**config.mk**
```make
export PLATFORM = sky130hd
export DESIGN_NAME = alu_cmd_issuer_flat
export DESIGN_NICKNAME = d
export VERILOG_FILES = /design/src/rtl/alu_cmd_issuer_if.sv /design/src/rtl/alu_cmd_issuer.sv /design/src/flat_wrapper.sv
export SDC_FILE = /design/constraint.sdc
export NUM_CORES = 1
export LEC_CHECK = 0
export BUFFER_PORTS_ARGS = -buffer_cell sky130_fd_sc_hd__buf_2
export CORE_UTILIZATION = 59
export DETAILED_ROUTE_END_ITERATION = 6
export PLACE_DENSITY = 0.84
export SYNTH_ARGS = -nofsm -noshare
export SYNTH_HDL_FRONTEND = slang
export SYNTH_SLANG_ARGS = --single-unit
```
**constraint.sdc**
```tcl
create_clock -name clk -period 4.8 [get_ports clk]
set_input_delay 0.24 -clock clk [delete_from_list [all_inputs] [get_ports clk]]
set_output_delay 0.24 -clock clk [all_outputs]
set_load 0.01 [all_outputs]
```
**src/rtl/alu_cmd_issuer_if.sv**
```systemverilog
// rtl/alu_cmd_issuer_if.sv - command, ALU and response signals of the ALU command issuer
interface alu_cmd_issuer_if #(
  parameter int DATA_W = 8
);
  logic                  cmd_valid;
  logic                  cmd_ready;
  logic [1:0]            cmd_operation;
  logic [DATA_W-1:0]     cmd_operand_a;
  logic [DATA_W-1:0]     cmd_operand_b;
  logic                  alu_op_start;
  logic [1:0]            alu_operation;
  logic [DATA_W-1:0]     alu_operand_a;
  logic [DATA_W-1:0]     alu_operand_b;
  logic [2*DATA_W-1:0]   alu_result;
  logic                  rsp_valid;
  logic                  rsp_ready;
  logic [2*DATA_W-1:0]   rsp_result;
  logic [1:0]            rsp_operation;
  logic [15:0]           issued_count;

  // Environment side: command source, ALU and response consumer
  modport master (
    output cmd_valid, cmd_operation, cmd_operand_a, cmd_operand_b,
    output alu_result, rsp_ready,
    input  cmd_ready, alu_op_start, alu_operation, alu_operand_a, alu_operand_b,
    input  rsp_valid, rsp_result, rsp_operation, issued_count
  );

  // Issuer side
  modport slave (
    input  cmd_valid, cmd_operation, cmd_operand_a, cmd_operand_b,
    input  alu_result, rsp_ready,
    output cmd_ready, alu_op_start, alu_operation, alu_operand_a, alu_operand_b,
    output rsp_valid, rsp_result, rsp_operation, issued_count
  );
endinterface

```
**src/rtl/alu_cmd_issuer.sv**
```systemverilog
// rtl/alu_cmd_issuer.sv - issues one ALU operation at a time and queues its result
module alu_cmd_issuer #(
  parameter int DATA_W    = 8,
  parameter int LATENCY   = 2,
  parameter int RSP_DEPTH = 4
) (
  input logic             clk,
  input logic             rst_n,
  alu_cmd_issuer_if.slave bus
);
  localparam int RES_W = 2 * DATA_W;
  localparam int PTR_W = $clog2(RSP_DEPTH);
  localparam int ENT_W = RES_W + 2;
  localparam logic [PTR_W:0] DEPTH_C   = (PTR_W + 1)'(RSP_DEPTH);
  localparam logic [3:0]     WAIT_LOAD = 4'(LATENCY - 1);

  typedef enum logic [1:0] {S_IDLE, S_START, S_WAIT, S_CAPTURE} state_t;

  state_t             state_q, state_d;
  logic [3:0]         wait_q;
  logic [1:0]         op_q;
  logic [DATA_W-1:0]  a_q, b_q;
  logic [15:0]        issued_q;
  logic [ENT_W-1:0]   mem_q [RSP_DEPTH];
  logic [PTR_W-1:0]   wr_ptr_q, rd_ptr_q;
  logic [PTR_W:0]     count_q;
  logic               ready, accept, push, pop, rsp_valid;

  // Ready is gated by rst_n so it reads 0 while reset is held even though state is IDLE
  assign ready     = rst_n && (state_q == S_IDLE) && (count_q < DEPTH_C);
  assign accept    = ready && bus.cmd_valid;
  assign push      = (state_q == S_CAPTURE);
  assign rsp_valid = (count_q != '0);
  assign pop       = rsp_valid && bus.rsp_ready;

  assign bus.cmd_ready     = ready;
  assign bus.alu_op_start  = (state_q == S_START);
  assign bus.alu_operation = op_q;
  assign bus.alu_operand_a = a_q;
  assign bus.alu_operand_b = b_q;
  assign bus.issued_count  = issued_q;
  assign bus.rsp_valid     = rsp_valid;
  assign {bus.rsp_operation, bus.rsp_result} = rsp_valid ? mem_q[rd_ptr_q] : '0;

  // State register
  always_ff @(posedge clk or negedge rst_n) begin
    if (!rst_n) state_q <= S_IDLE;
    else        state_q <= state_d;
  end

  // Next-state: accept -> start pulse -> wait out the ALU latency -> capture
  always_comb begin
    state_d = state_q;
    case (state_q)
      S_IDLE:    if (accept) state_d = S_START;
      S_START:   state_d = (LATENCY == 1) ? S_CAPTURE : S_WAIT;
      S_WAIT:    if (wait_q == 4'd1) state_d = S_CAPTURE;
      S_CAPTURE: state_d = S_IDLE;
      default:   state_d = S_IDLE;
    endcase
  end

  // Latency counter, loaded in START and counted down while waiting
  always_ff @(posedge clk or negedge rst_n) begin
    if (!rst_n)                   wait_q <= '0;
    else if (state_q == S_START)  wait_q <= WAIT_LOAD;
    else if (state_q == S_WAIT)   wait_q <= wait_q - 4'd1;
  end

  // Operation/operand registers and issue counter; only change on accept
  always_ff @(posedge clk or negedge rst_n) begin
    if (!rst_n) begin
      op_q     <= '0;
      a_q      <= '0;
      b_q      <= '0;
      issued_q <= '0;
    end else if (accept) begin
      op_q     <= bus.cmd_operation;
      a_q      <= bus.cmd_operand_a;
      b_q      <= bus.cmd_operand_b;
      issued_q <= issued_q + 16'd1;
    end
  end

  // Response storage; contents need no reset because outputs are masked when empty
  always_ff @(posedge clk) begin
    if (push) mem_q[wr_ptr_q] <= {op_q, bus.alu_result};
  end

  // Response FIFO pointers and occupancy; push and pop together leave count unchanged
  always_ff @(posedge clk or negedge rst_n) begin
    if (!rst_n) begin
      wr_ptr_q <= '0;
      rd_ptr_q <= '0;
      count_q  <= '0;
    end else begin
      if (push) wr_ptr_q <= wr_ptr_q + 1'b1;
      if (pop)  rd_ptr_q <= rd_ptr_q + 1'b1;
      case ({push, pop})
        2'b10:   count_q <= count_q + 1'b1;
        2'b01:   count_q <= count_q - 1'b1;
        default: count_q <= count_q;
      endcase
    end
  end

  // A slot is reserved at accept, so a capture can never land in a full FIFO
  push_into_full: assert property (@(posedge clk) disable iff (!rst_n)
    !(push && (count_q == DEPTH_C)));

endmodule

```
**src/flat_wrapper.sv**
```systemverilog
// flat-port wrapper written by rule: the top's interface ports become plain ports
module alu_cmd_issuer_flat 
#(
  parameter int DATA_W    = 8,
  parameter int LATENCY   = 2,
  parameter int RSP_DEPTH = 4
)
  (clk, rst_n, bus_cmd_valid, bus_cmd_operation, bus_cmd_operand_a, bus_cmd_operand_b, bus_alu_result, bus_rsp_ready, bus_cmd_ready, bus_alu_op_start, bus_alu_operation, bus_alu_operand_a, bus_alu_operand_b, bus_rsp_valid, bus_rsp_result, bus_rsp_operation, bus_issued_count);
  alu_cmd_issuer_if #(.DATA_W(DATA_W)) bus_i ();
  input logic clk;
  input logic rst_n;
  input wire logic [$bits(bus_i.cmd_valid)-1:0] bus_cmd_valid;
  input wire logic [$bits(bus_i.cmd_operation)-1:0] bus_cmd_operation;
  input wire logic [$bits(bus_i.cmd_operand_a)-1:0] bus_cmd_operand_a;
  input wire logic [$bits(bus_i.cmd_operand_b)-1:0] bus_cmd_operand_b;
  input wire logic [$bits(bus_i.alu_result)-1:0] bus_alu_result;
  input wire logic [$bits(bus_i.rsp_ready)-1:0] bus_rsp_ready;
  output wire logic [$bits(bus_i.cmd_ready)-1:0] bus_cmd_ready;
  output wire logic [$bits(bus_i.alu_op_start)-1:0] bus_alu_op_start;
  output wire logic [$bits(bus_i.alu_operation)-1:0] bus_alu_operation;
  output wire logic [$bits(bus_i.alu_operand_a)-1:0] bus_alu_operand_a;
  output wire logic [$bits(bus_i.alu_operand_b)-1:0] bus_alu_operand_b;
  output wire logic [$bits(bus_i.rsp_valid)-1:0] bus_rsp_valid;
  output wire logic [$bits(bus_i.rsp_result)-1:0] bus_rsp_result;
  output wire logic [$bits(bus_i.rsp_operation)-1:0] bus_rsp_operation;
  output wire logic [$bits(bus_i.issued_count)-1:0] bus_issued_count;
  assign bus_i.cmd_valid = bus_cmd_valid;
  assign bus_i.cmd_operation = bus_cmd_operation;
  assign bus_i.cmd_operand_a = bus_cmd_operand_a;
  assign bus_i.cmd_operand_b = bus_cmd_operand_b;
  assign bus_i.alu_result = bus_alu_result;
  assign bus_i.rsp_ready = bus_rsp_ready;
  assign bus_cmd_ready = bus_i.cmd_ready;
  assign bus_alu_op_start = bus_i.alu_op_start;
  assign bus_alu_operation = bus_i.alu_operation;
  assign bus_alu_operand_a = bus_i.alu_operand_a;
  assign bus_alu_operand_b = bus_i.alu_operand_b;
  assign bus_rsp_valid = bus_i.rsp_valid;
  assign bus_rsp_result = bus_i.rsp_result;
  assign bus_rsp_operation = bus_i.rsp_operation;
  assign bus_issued_count = bus_i.issued_count;
  alu_cmd_issuer #(.DATA_W(DATA_W), .LATENCY(LATENCY), .RSP_DEPTH(RSP_DEPTH)) u_core (.clk(clk), .rst_n(rst_n), .bus(bus_i));
endmodule
```
==> flow_metrics.env <==
export IMPL_syn_to_final_growth_pct=31.1
export IMPL_boundaryPins=93
export IMPL_fillCellCount=399
export IMPL_slew_headroom_pct=33.4
export IMPL_clk_pin_slew_ps=60
export IMPL_drive_above_1_share_pct=31.0
export IMPL_cts_root_buf="clkbuf_8"
export IMPL_outcome="completed"
export IMPL_clockPowerShare_pct=32.0
export IMPL_internal_power_uw=2770
export IMPL_clk_path_buf_depth=2
export IMPL_synth_main_ff_cell="edfxtp_1"
export IMPL_grt_max_degree=43
export IMPL_yosys_warnings=0
export IMPL_dp_hpwl_um=5890
export IMPL_path_max_fanout=14
export IMPL_power_density_nw_per_um2=633
export IMPL_antenna_found_initial=0
export IMPL_cp_top_family="flip-flops"
export IMPL_worstMarginPinSlew_ps=998
export IMPL_finalMaxSlewViolations=0
export IMPL_power_share_switching_pct=32.0
export IMPL_rsz0062_at_grt="no"
export IMPL_synthesis_nets=386
export IMPL_drt_wl_total_um=11300
export IMPL_ys_types=33
export IMPL_port_buffers=92
export IMPL_grt_overflow=0
export IMPL_finalSetupViolations=0
export IMPL_hold_path_class="input pin to flip-flop"
export IMPL_chipHeight_um=93.2
export IMPL_grt_use_total_pct=28.7
export IMPL_crit_slowest_cell="dfrtp_1"
export IMPL_syn_avg_cell_area_sq_um=14.7
export IMPL_p_sw_uw=1300
export IMPL_seq_area_frac_synth_pct=68.0
export IMPL_antenna_cells=0
export IMPL_yosys_area_top_type="edfxtp_1"
export IMPL_synthCells=334
export IMPL_die_area_sq_um=8690
export IMPL_fin_nets=523
export IMPL_leakagePower_uw=0.00283
export IMPL_synthTopCellsByArea="edfxtp_1 44%, dfrtp_1 24%, mux4_2 8.3%"
export IMPL_critPathKind="flip-flop to output port"
export IMPL_globalplace_congestion=0.750
export IMPL_cts_sinks=119
export IMPL_vdd_drop_max_v=0.000347
export IMPL_synth_edf_count=72
export IMPL_hold_viol=0
export IMPL_cp_slowest_stage_delay_ps=560
export IMPL_htreeDepth=4
export IMPL_cap_violations=0
export IMPL_dpl_cell_count=519
export IMPL_vias_per_cell=5.52
export IMPL_combPwrFrac_pct=29.5
export IMPL_fmax_mhz=385
export IMPL_start_kind="flip-flop"
export IMPL_vias=3232
export IMPL_r2r_setup_slack_ps=2220
export IMPL_ant_nets=0
export IMPL_rows=32
export IMPL_grt_pass1_wl_um=17700
export IMPL_period_minus_slack_ps=2590
export IMPL_fin_setup_tns_ps=0
export IMPL_cts_tree="built"
export IMPL_wl_per_cell_um=19.3
export IMPL_drc=0
export IMPL_critical_path_required_ps=4560
export IMPL_start_util_pct=62.2
export IMPL_first_iter_violations=144
export IMPL_synth_top_area_share_pct=44.1
export IMPL_cts_buffers=17
export IMPL_first_pass_iters=4
export IMPL_grt_pass1_vias=3494
export IMPL_synthTopCellsByCount="72 x edfxtp_1, 71 x nand2_1, 47 x dfrtp_1"
export IMPL_synth_ff_latch_count=119
export IMPL_fin_cells=586
export IMPL_netlist_area_sq_um=4910
export IMPL_clock_skew_ps=12.4
export IMPL_seqPwrFrac_pct=38.4
export IMPL_worstPathBufferInverterCount=2
export IMPL_coreArea_sq_um=7890
export IMPL_die_w_um=93.2
export IMPL_async_flop_share_pct=39.5
export IMPL_yosys_cell_count_top_type="edfxtp_1"
export IMPL_clk_latency_ps=520
export IMPL_arrival_ps=2350
export IMPL_crit_path_cell_trace="buf_4 -> mux4_2 -> and2_1 -> buf_2"
export IMPL_end_kind="output port"
export IMPL_finalCritPeriodShare_pct=54.0
-- metal layers --
layer	wire, um	part of all wire [%]	GRT usage (%)	up-vias
li1	-	-	-	1444
met1	4270	38	32.3	1623
met2	6090	54	51.0	134
met3	609	5.4	8.62	31
met4	324	2.9	11.7	0
met5	0	0	0	-
-- path summary, 6_finish.rpt --
check                                                     endpoint                                     from  cells past startpoint
max                                             bus_rsp_result[10]           u_core.rd_ptr_q[0]$_DFFE_PN0P_                      4
min                                 u_core.rd_ptr_q[0]$_DFFE_PN0P_                            bus_rsp_ready                      3
max reg2reg                          u_core.count_q[2]$_DFFE_PN0P_            u_core.count_q[2]$_DFFE_PN0P_                      8
min reg2reg                u_core.bus.alu_operand_b[3]$_DFFE_PN0P_  u_core.bus.alu_operand_b[3]$_DFFE_PN0P_                      2
max in group asynchronous            u_core.state_q[1]$_DFFE_PN0P_                                    rst_n                      3
min in group asynchronous            u_core.count_q[2]$_DFFE_PN0P_                                    rst_n                      2
-- final cells by class --
class	instances	area [sq um]	share of cell area, %
clock inverters	7	72.6	1.13
multi-input cells	192	1470	22.9
flip-flops and latches	119	3340	51.9
clock buffers	25	548	8.52
repair buffers	129	826	12.8
inverters	12	45.0	0.700
well taps	102	128	1.98
-- repair_timing --
action | 4_1_cts | 5_1_grt
setup buffers | 0 | 0
endpoints found under the hold margin | 87 | 0
resized for setup | 0 | 0
hold buffers | 35 | 0
-- tightest hold or removal path: stages --
cell    delay (ps)
buf_2           70
and2_1         160
xor2_1          70
-- layout by cell type, fill, tap and decap left out, drive strengths merged, types with 13 or more instances in the layout --
cell type / instances
ha: 13
edfxtp: 72
dfrtp: 47
inv: 15
nand2: 71
mux4: 18
and2: 23
clkbuf: 25
buf: 94
dlygate4sd3: 35
-- stage by stage --
step | power [uW] | cell area, sq um | worst slack (ps) | hold WS, ps | util [%]
after floorplan | 2290 | 4910 | 2820 | -55.6 | -
after global placement | 2640 | 5460 | 2520 | 113 | 69.2
after detailed placement | 2700 | 5460 | 2440 | 113 | 69.2
after CTS | 4030 | 6430 | 2150 | 68.1 | 81.5
after global routing | 4270 | 6430 | 2050 | 91.0 | 81.5
final | 4070 | 6430 | 2210 | 78.0 | 81.5
-- cells by family (layout without fill, tap and decap cells) --
group | count (synthesis) | in the layout | share of synthesized area (%)
compound gates | 9 | 9 | 1.05
buf+inv | 23 | 173 | 1.94
xor+xnor | 21 | 21 | 3.75
mux | 20 | 20 | 8.69
simple gates | 128 | 128 | 12.8
flops | 119 | 119 | 68.0
fa+ha+maj | 14 | 14 | 3.72
-- registers in the layout, summed over array words and instances, names as in the netlist --
signal and cells:
u_core.bus.alu_operation 2, u_core.bus.issued_count 16, u_core.rd_ptr_q 2, u_core.wait_q 4
u_core.bus.alu_operand_a 8, u_core.bus.alu_operand_b 8, u_core.count_q 3, u_core.mem_q 72
u_core.state_q 2, u_core.wr_ptr_q 2
-- power groups by stage --
stage	Sequential, uW	Combinational (uW)	Clock, uW
after floorplan	1520	771	0
after global placement	1540	1100	0
after detailed placement	1560	1150	0
after CTS	1550	1190	1290
after global routing	1590	1320	1360
final	1560	1200	1300
No activity file was read; power rests on OpenSTA's default activity.
